[config.mk]
export PLATFORM = sky130hd
export DESIGN_NAME = schoolbook_operand_loader
export DESIGN_NICKNAME = d
export VERILOG_FILES = /design/src/rtl/schoolbook_loader_pkg.sv /design/src/rtl/schoolbook_operand_loader_word_shifter.sv /design/src/rtl/schoolbook_operand_loader.sv
export SDC_FILE = /design/constraint.sdc
export NUM_CORES = 1
export LEC_CHECK = 0
export ABC_CLOCK_PERIOD_IN_PS = 6900
export BUFFER_PORTS_ARGS = -buffer_cell sky130_fd_sc_hd__buf_4
export CORE_AREA = 2 2 610 612
export DETAILED_ROUTE_END_ITERATION = 12
export DIE_AREA = 0 0 612 614
export GPL_ROUTABILITY_DRIVEN = 0
export PLACE_DENSITY = 0.3
export SLEW_MARGIN = 30
export SYNTH_ARGS = -nofsm -noshare
export SYNTH_HDL_FRONTEND = slang
export SYNTH_SLANG_ARGS = --single-unit
[constraint.sdc]
create_clock -name clk -period 6.9 [get_ports clk]
set_input_delay 0.345 -clock clk [delete_from_list [all_inputs] [get_ports clk]]
set_output_delay 0.345 -clock clk [all_outputs]
set_load 0.01 [all_outputs]
[src/rtl/schoolbook_loader_pkg.sv]
// rtl/schoolbook_loader_pkg.sv - shared constants, state encoding and width helpers for the operand loader
// Contents: default N/W/WORDS, counter-width constants, FSM state codes, clog2 helper.
package schoolbook_loader_pkg;

    // Ceiling log2; constant-foldable so it can size counters at elaboration.
    function automatic int clog2(input int value);
        int r;
        int v;
        r = 0;
        v = value - 1;
        while (v > 0) begin
            r = r + 1;
            v = v >> 1;
        end
        return r;
    endfunction

    // A counter for a single-word operand still needs one bit to exist.
    function automatic int cnt_width(input int value);
        return (clog2(value) < 1) ? 1 : clog2(value);
    endfunction

    localparam int DEF_N     = 256;
    localparam int DEF_W     = 32;
    localparam int DEF_WORDS = DEF_N / DEF_W;
    localparam int DEF_WCW   = cnt_width(DEF_WORDS);
    localparam int DEF_RCW   = clog2(DEF_N) + 1;

    // State encoding kept as plain constants so the register is a bare logic vector.
    localparam logic [2:0] LOAD_A  = 3'd0;
    localparam logic [2:0] LOAD_B  = 3'd1;
    localparam logic [2:0] RUN     = 3'd2;
    localparam logic [2:0] CAPTURE = 3'd3;
    localparam logic [2:0] DONE    = 3'd4;

endpackage

[src/rtl/schoolbook_operand_loader_word_shifter.sv]
// rtl/schoolbook_operand_loader_word_shifter.sv - right-shifting word assembler for one N-bit operand
// Ports: clk, rst (sync, active-high), shift_en, in_data[W], q[N].
// The first word shifted in ends up in q[W-1:0], the last in q[N-1:N-W].
module schoolbook_word_shifter #(
    parameter int N = 256,
    parameter int W = 32
) (
    input  logic         clk,
    input  logic         rst,
    input  logic         shift_en,
    input  logic [W-1:0] in_data,
    output logic [N-1:0] q
);

    generate
        if (N > W) begin : g_multi
            always_ff @(posedge clk) begin
                if (rst) begin
                    q <= '0;
                end else if (shift_en) begin
                    q <= {in_data, q[N-1:W]};
                end
            end
        end else begin : g_single
            always_ff @(posedge clk) begin
                if (rst) begin
                    q <= '0;
                end else if (shift_en) begin
                    q <= in_data;
                end
            end
        end
    endgenerate

endmodule

[src/rtl/schoolbook_operand_loader.sv]
// rtl/schoolbook_operand_loader.sv - operand feeder and result collector for the bit-serial schoolbook multiplier
// Ports: clk, rst (sync, active-high); in_data/in_valid/in_ready word stream;
//        a_out/b_out operands and mul_rstn (active-low clear) to the multiplier, mul_c product back;
//        res_data/res_valid/res_ready result stream.
// Option: define SCHOOLBOOK_RES_REG_EN to register the product (adds a CAPTURE state, latency N+1).
module schoolbook_operand_loader
    import schoolbook_loader_pkg::*;
#(
    parameter int N = 256,
    parameter int W = 32
) (
    input  logic           clk,
    input  logic           rst,
    input  logic [W-1:0]   in_data,
    input  logic           in_valid,
    output logic           in_ready,
    output logic [N-1:0]   a_out,
    output logic [N-1:0]   b_out,
    output logic           mul_rstn,
    input  logic [2*N-1:0] mul_c,
    output logic [2*N-1:0] res_data,
    output logic           res_valid,
    input  logic           res_ready
);

    localparam int WORDS = N / W;
    localparam int WCW   = cnt_width(WORDS);
    localparam int RCW   = clog2(N) + 1;

    generate
        if ((W < 1) || (N < W) || ((N % W) != 0)) begin : g_bad_params
            $error("schoolbook_operand_loader: N must be a non-zero multiple of W");
        end
    endgenerate

    logic [2:0]     state;
    logic [WCW-1:0] word_cnt;
    logic [RCW-1:0] run_cnt;
    logic           xfer;
    logic           last_word;
    logic           a_shift;
    logic           b_shift;

    assign in_ready  = !rst && ((state == LOAD_A) || (state == LOAD_B));
    assign res_valid = !rst && (state == DONE);
    assign xfer      = in_valid && in_ready;
    assign last_word = (word_cnt == WCW'(WORDS - 1));
    assign a_shift   = xfer && (state == LOAD_A);
    assign b_shift   = xfer && (state == LOAD_B);

    // Multiplier is held in clear while loading, so the last b transfer edge clears it
    // and it runs on the following N edges.
    always_comb begin
        mul_rstn = 1'b0;
        if (!rst) begin
            case (state)
                RUN:     mul_rstn = 1'b1;
`ifdef SCHOOLBOOK_RES_REG_EN
                CAPTURE: mul_rstn = 1'b1;
`else
                DONE:    mul_rstn = 1'b1;
`endif
                default: mul_rstn = 1'b0;
            endcase
        end
    end

    always_ff @(posedge clk) begin
        if (rst) begin
            state    <= LOAD_A;
            word_cnt <= '0;
            run_cnt  <= '0;
        end else begin
            case (state)
                LOAD_A: begin
                    if (xfer) begin
                        if (last_word) begin
                            word_cnt <= '0;
                            state    <= LOAD_B;
                        end else begin
                            word_cnt <= word_cnt + WCW'(1);
                        end
                    end
                end
                LOAD_B: begin
                    if (xfer) begin
                        if (last_word) begin
                            word_cnt <= '0;
                            run_cnt  <= '0;
                            state    <= RUN;
                        end else begin
                            word_cnt <= word_cnt + WCW'(1);
                        end
                    end
                end
                RUN: begin
                    // Exit on the Nth multiplier edge; the counter stops at N-1.
                    if (run_cnt == RCW'(N - 1)) begin
`ifdef SCHOOLBOOK_RES_REG_EN
                        state <= CAPTURE;
`else
                        state <= DONE;
`endif
                    end else begin
                        run_cnt <= run_cnt + RCW'(1);
                    end
                end
`ifdef SCHOOLBOOK_RES_REG_EN
                CAPTURE: begin
                    state <= DONE;
                end
`endif
                DONE: begin
                    if (res_ready) begin
                        state <= LOAD_A;
                    end
                end
                default: begin
                    state <= LOAD_A;
                end
            endcase
        end
    end

`ifdef SCHOOLBOOK_RES_REG_EN
    logic [2*N-1:0] res_q;

    always_ff @(posedge clk) begin
        if (rst) begin
            res_q <= '0;
        end else if (state == CAPTURE) begin
            res_q <= mul_c;
        end
    end

    assign res_data = res_q;
`else
    // The multiplier saturates its bit count, so mul_c holds steady throughout DONE.
    assign res_data = mul_c;
`endif

    schoolbook_word_shifter #(
        .N (N),
        .W (W)
    ) u_shift_a (
        .clk      (clk),
        .rst      (rst),
        .shift_en (a_shift),
        .in_data  (in_data),
        .q        (a_out)
    );

    schoolbook_word_shifter #(
        .N (N),
        .W (W)
    ) u_shift_b (
        .clk      (clk),
        .rst      (rst),
        .shift_en (b_shift),
        .in_data  (in_data),
        .q        (b_out)
    );

endmodule
; Word level (Yosys, flattened, before mapping)
; Index checks and enable logic that the tools add are counted.
[word_totals]
register_bits = 527
inputBits = 548
output_inout_bits = 1027
word_cells = 47
[op_classes]
add_sub_neg = 2
eq_ne = 12
n_mux = 14
reduce_logical = 14
[op_table]
columns = operator, count
row1 = 9-bit two-way mux, 3
row2 = 3-bit two-way mux, 7
row3 = 9-bit one-hot mux with 2 select lines, 1
row4 = 2-bit inequality test (second input constant), 7
row5 = 3-bit one-hot mux with 4 select lines, 1
row6 = 9-bit by 1-bit adder with 9-bit output (second input constant), 1
row7 = 9-bit by 8-bit == test with 1-bit output (second input constant), 1
row8 = 3-bit == test (second input constant), 2
row9 = 6-bit AND reduction, 1
row10 = 1-bit logical AND, 5
row11 = 4-bit AND reduction, 1
row12 = 2-bit OR reduction, 2
row13 = 3-bit by 1-bit adder with 3-bit output (second input constant), 1
row14 = 3-bit by 1-bit == test with 1-bit output (second input constant), 1
row15 = 3-bit by 2-bit == test with 1-bit output (second input constant), 1
row16 = 3-bit zero test, 1
row17 = 1-bit two-way mux, 2
row18 = 2-bit AND reduction, 1
row19 = 2-bit nonzero test, 1
row20 = 1-bit zero test, 1
row21 = 1-bit logical OR, 1

; Longest topological paths before layout
[logic_depth]
ltp_word = 6
depth_mapped = 8
mapped_depth_nobuf = 7

; Cells and area by module
; From an unflattened synthesis, not the netlist that was laid out.
[unflattened]
cells_unflattened = 2250
hier_area_um2 = 23277.3
[modules_own_cells]
columns = mod, n_inst, cells_per_inst, area_each_um2, seq_area_each_um2
row1 = schoolbook_word_shifter, 2, 825, 9322.7, 5124.9
row2 = schoolbook_operand_loader, 1, 600, 4631.9, 300.3

; Worst setup path after synthesis
; Ideal clock, no wire load.
[synth_path]
path_kind = flip-flop to flip-flop
start = reg run_cnt[0]
end = reg run_cnt[5]
setup_time_ns = 0.070
arrival_ns = 2.133
required_ns = 6.830
setup_slack_ns = 4.697
stages_incl_launch_ff = 9
cell_sequence = dfxtp_1 ha_1 nand3_1 nor3_1 ha_1 or4b_1 clkbuf_1 or4_1 a21oi_1
[synth_via]
elab_chain_cells = 3
word_cells_on_any_way = 6
[synth_lines]
columns = item, line_no
row1 = "start, declared", schoolbook_operand_loader.sv:38  ; logic [RCW-1:0] run_cnt;
row2 = "start signal, assigned", schoolbook_operand_loader.sv:105  ; run_cnt <= run_cnt + RCW'(1);
row3 = 9-bit by 1-bit adder with 9-bit output or 9-bit by 8-bit == test with 1-bit output (tied branches), "schoolbook_operand_loader.sv:105, schoolbook_operand_loader.sv:98"
row4 = 9-bit two-way mux or 2-bit inequality test (tied branches), --
row5 = 9-bit one-hot mux with 2 select lines or 4-bit AND reduction (tied branches), --
; Several ways; a longest one is shown, not always the timed one. The select of a mux whose other input is x is not followed.
; A chain may end at the register's enable or synchronous reset.

; Final worst setup path
[layout_path]
start = reg state[0]
end = reg u_shift_b.q[63]
[layout_via]
elab_chain_cells = 5
word_cells_on_any_way = 6
[layout_lines]
columns = item, line_no
row1 = "start, declared", schoolbook_operand_loader.sv:36  ; logic [2:0] state;
row2 = "start signal, assigned", schoolbook_operand_loader.sv:70  ; state <= LOAD_A;
row3 = "start signal, assigned", schoolbook_operand_loader.sv:79  ; state <= LOAD_B;
row4 = "start signal, assigned", schoolbook_operand_loader.sv:90  ; state <= RUN;
row5 = 3-bit by 1-bit == test with 1-bit output or 3-bit zero test (tied branches), "schoolbook_operand_loader.sv:44, schoolbook_operand_loader.sv:49"
row6 = 1-bit logical OR, schoolbook_operand_loader.sv:44  ; assign in_ready = !rst && ((state == LOAD_A) || (state == LOAD_B));
row7 = 1-bit logical AND, schoolbook_operand_loader.sv:44
row8 = 1-bit logical AND, schoolbook_operand_loader.sv:46  ; assign xfer = in_valid && in_ready;
row9 = 1-bit logical AND (*), schoolbook_operand_loader.sv:49  ; assign b_shift = xfer && (state == LOAD_B);
row10 = "end signal, assigned", schoolbook_operand_loader_word_shifter.sv:21  ; q <= {in_data, q[N-1:W]};
row11 = "end, declared", schoolbook_operand_loader_word_shifter.sv:12  ; output logic [N-1:0] q
; Every way passes the cells marked *; elsewhere a longest branch is shown, timed or not.

==> run metrics <==
status=complete, no violations; CTS root buffer=clkbuf_16; Slew HR=0.253; Sink Count=between 500 and 600; ys async rst share=0; Yosys Warn Count=0; post-CTS setup buffers=0; GRT Resource Usage Total=0.0959; internal power=5.64 mW; first-pass GRT wire length=approximately 240000 µm; RSZ-0062 raised after global routing=no; global route overflow=0; share of post-route cells with drive strength above 1=0.247; CP Class=register to register; combinational power share=0.046; Worst-Skew Late Latency=800 ps; Hold Crit Endpoint=u_shift_a.q[244]; Mapped Cells=~3000; flop-to-flop setup slack=3740 ps; Least-Margin Pin Slew=roughly 1100 ps; top_reg_cell synth=dfxtp_1; routed len/inst=about 24 µm; Cell variety after synth=40; post-synthesis sequential area ratio=0.444; initial antenna violation count=11; crit path max fanout=between 150 and 200; Clock Skews=~75 ps; FILL cells=roughly 43000; Detail Route Antenna Nets=0; commonest non-fill, non-tap cell in the layout=buf_4; Max Fclk=0.317 GHz; most frequent cells in the layout=566 x buf_4, 527 x dfxtp_1, 518 x a21oi_1; critical path required time=7610 ps; max-cap violations=0; DP Wirelength=roughly 150000 µm; CTS tree=built; IO Count=1575; Worst path slowest cell=dfxtp_1; Synth Area per Inst=a little over 8 µm²; Switching Fraction=0.269; Die H=614 µm; PortBufs=550; Layout Nets=between 3000 and 4000; met2 WL=between 80000 and 90000 µm; top layer in use=met5; clock share of power=0.556; VDD IR max=~0.16 mV; final worst path period share=0.458; initial DRC count=around 2000; Hold Crit Start=in_data[20]; family with the most delay on the worst path=buffers and inverters; Core ar.=between 300000 and 400000 µm²; capturing point of the worst reg2reg path=u_shift_b.q[63]; H-tree Lvls=3; Via density=2.80; FF-to-FF Start=state[0]; Vias=between 20000 and 25000; Hold Path Cell Cnt=4; # resized after CTS=0; DR WL met3=around 35000 µm; number of synthesized flops with an enable pin=0; vias in the first global route=20591; final worst path period need=3160 ps; Chip Width=between 600 and 700 µm; Final Hold Viols=0; synthesized area=23700 µm²; drt total wl=~190000 µm; CP max stage delay=a little over 600 ps; Slew Viols, Final=0; register bit total from synthesis=527; synth-to-layout area growth=37.0%; final setup violation count=0; Synth Net Count=3492; clock buffer depth=4; die area=roughly 380000 µm²; CP cell instances=nor4b_2 -> buf_4 -> buf_12 -> buf_4 -> nand3_1 -> a21oi_1; TritonRoute pass-1 iters=8; CTS buffer count=between 80 and 90; Worst EP arrival=a little under 4000 ps; setup TNS=0 ps; part of the power in registers=0.398; Final Core Density=0.0879; switching power=about 2.1 mW; Worst setup SP type=register; DRC viols=0; pin count of the biggest net entering global routing=about 210; CP endpoint kind=register; type of the most critical hold path=input port to register; r2r worst-path depth=6; crit path buf inv count=3; Initial Utilization=0.0641; clock transition at the registers of the reported paths=roughly 50 ps; most frequent CP cell=buf_4; Power Dens Cells=around 240 nW/µm²; M1 wire length=about 66000 µm; P_leak=10.1 nW; row count=~220
[power groups by stage]
| stage | Combinational, mW | Clock, mW | Sequential, mW |
|---|---|---|---|
| floorplan | 0.476 | 0 | 3.14 |
| global placement | 0.346 | 0 | 3.14 |
| detailed placement | 0.348 | 0 | 3.14 |
| CTS | 0.366 | 4.51 | 3.08 |
| global route | 0.384 | 4.59 | 3.08 |
| finish | 0.356 | 4.29 | 3.08 |
[cell usage after synthesis, types with 3 or more instances]
library cell    n  share of area
o31ai_1         3        0.00095
a21oi_1       518           0.11
nor2_1          7         0.0011
inv_1           7         0.0011
mux2i_1         3         0.0013
nor3_1          3        0.00063
buf_2          52          0.011
dfxtp_1       527           0.44
ha_1            4         0.0021
o21ai_0       514           0.11
nand2_1         4        0.00063
clkbuf_1      235          0.037
buf_4         512           0.16
nand3_1       516           0.11
or4_1           4         0.0013
[flip-flops by register name, summed over array words and instances, names as in the netlist]
name and cells:
u_shift_b.q 256, u_shift_a.q 256, run_cnt 9, state 3, word_cnt 3
[final cells by class]
type | count | area (µm²) | area share
multi-input cells | 1605 | 8190 | 0.252
flip-flops and latches | 527 | 10600 | 0.324
clock inverters | 27 | 294 | 0.00904
repair buffers | 613 | 4840 | 0.149
well taps | 4972 | 6220 | 0.191
inverters | 8 | 37.5 | 0.00115
diodes | 8 | 20.0 | 0.000615
clock buffers | 113 | 2370 | 0.0728
[worst max path at each step]
stage,startpoint,to,slack (ps),depth (start not counted)
2_1_floorplan,run_cnt[0],run_cnt[5],4700,8
4_1_cts,state[0],u_shift_b.q[63],3660,6
3_3_place_gp,rst,u_shift_b.q[88],3680,7
3_5_place_dp,rst,u_shift_b.q[61],3640,7
6_report,state[0],u_shift_b.q[63],3740,6
5_1_grt,state[0],u_shift_b.q[63],3440,6
[what timing repair did]
action,4_1_cts,5_1_grt
endpoints found under the setup margin,0,0
hold endpoints to repair,85,0
hold buffers,35,0
[worst register-to-register path: stages (launching register included)]
cell	delay (ps)
dfxtp_1	610
nor4b_2	600
buf_4	340
buf_12	440
buf_4	810
nand3_1	170
a21oi_1	170
[kinds of logic (layout without fill, tap and decap cells)]
kind of cell             Yosys count  after routing  share of synthesized area
adder cells (fa/ha/maj)            4              4                    0.00211
multiplexers                       3              3                    0.00126
buffers and inverters            808            761                      0.211
flip-flops                       527            527                      0.444
other                              0              8                          0
AND/OR/NAND/NOR                  551            551                      0.118
XOR/XNOR                           1              1                   0.000369
AO/OA/AOI/OAI                   1046           1046                      0.222
[metal layers]
layer / up-vias / GRT usage
met4: 22 / 0.0364
met5: - / 0.0285
met1: 10718 / 0.0959
met3: 368 / 0.0816
met2: 1361 / 0.141
li1: 9583 / -
[per-stage QoR]
stage / power, mW / instances / setup WS, ps / area, µm² / hold WS [ps]
6_report: 7.72 / 7873 / 3740 / 32500 / 393
3_5_place_dp: 3.49 / 7689 / 3640 / 29500 / 467
3_3_place_gp: 3.49 / 7688 / 3680 / 29400 / 463
5_1_grt: 8.05 / 7866 / 3440 / 32500 / 343
4_1_cts: 7.95 / 7864 / 3660 / 32500 / 271
2_1_floorplan: 3.61 / 2940 / 4700 / 23700 / 452
Note: power is estimated with default switching activity, not from simulation.
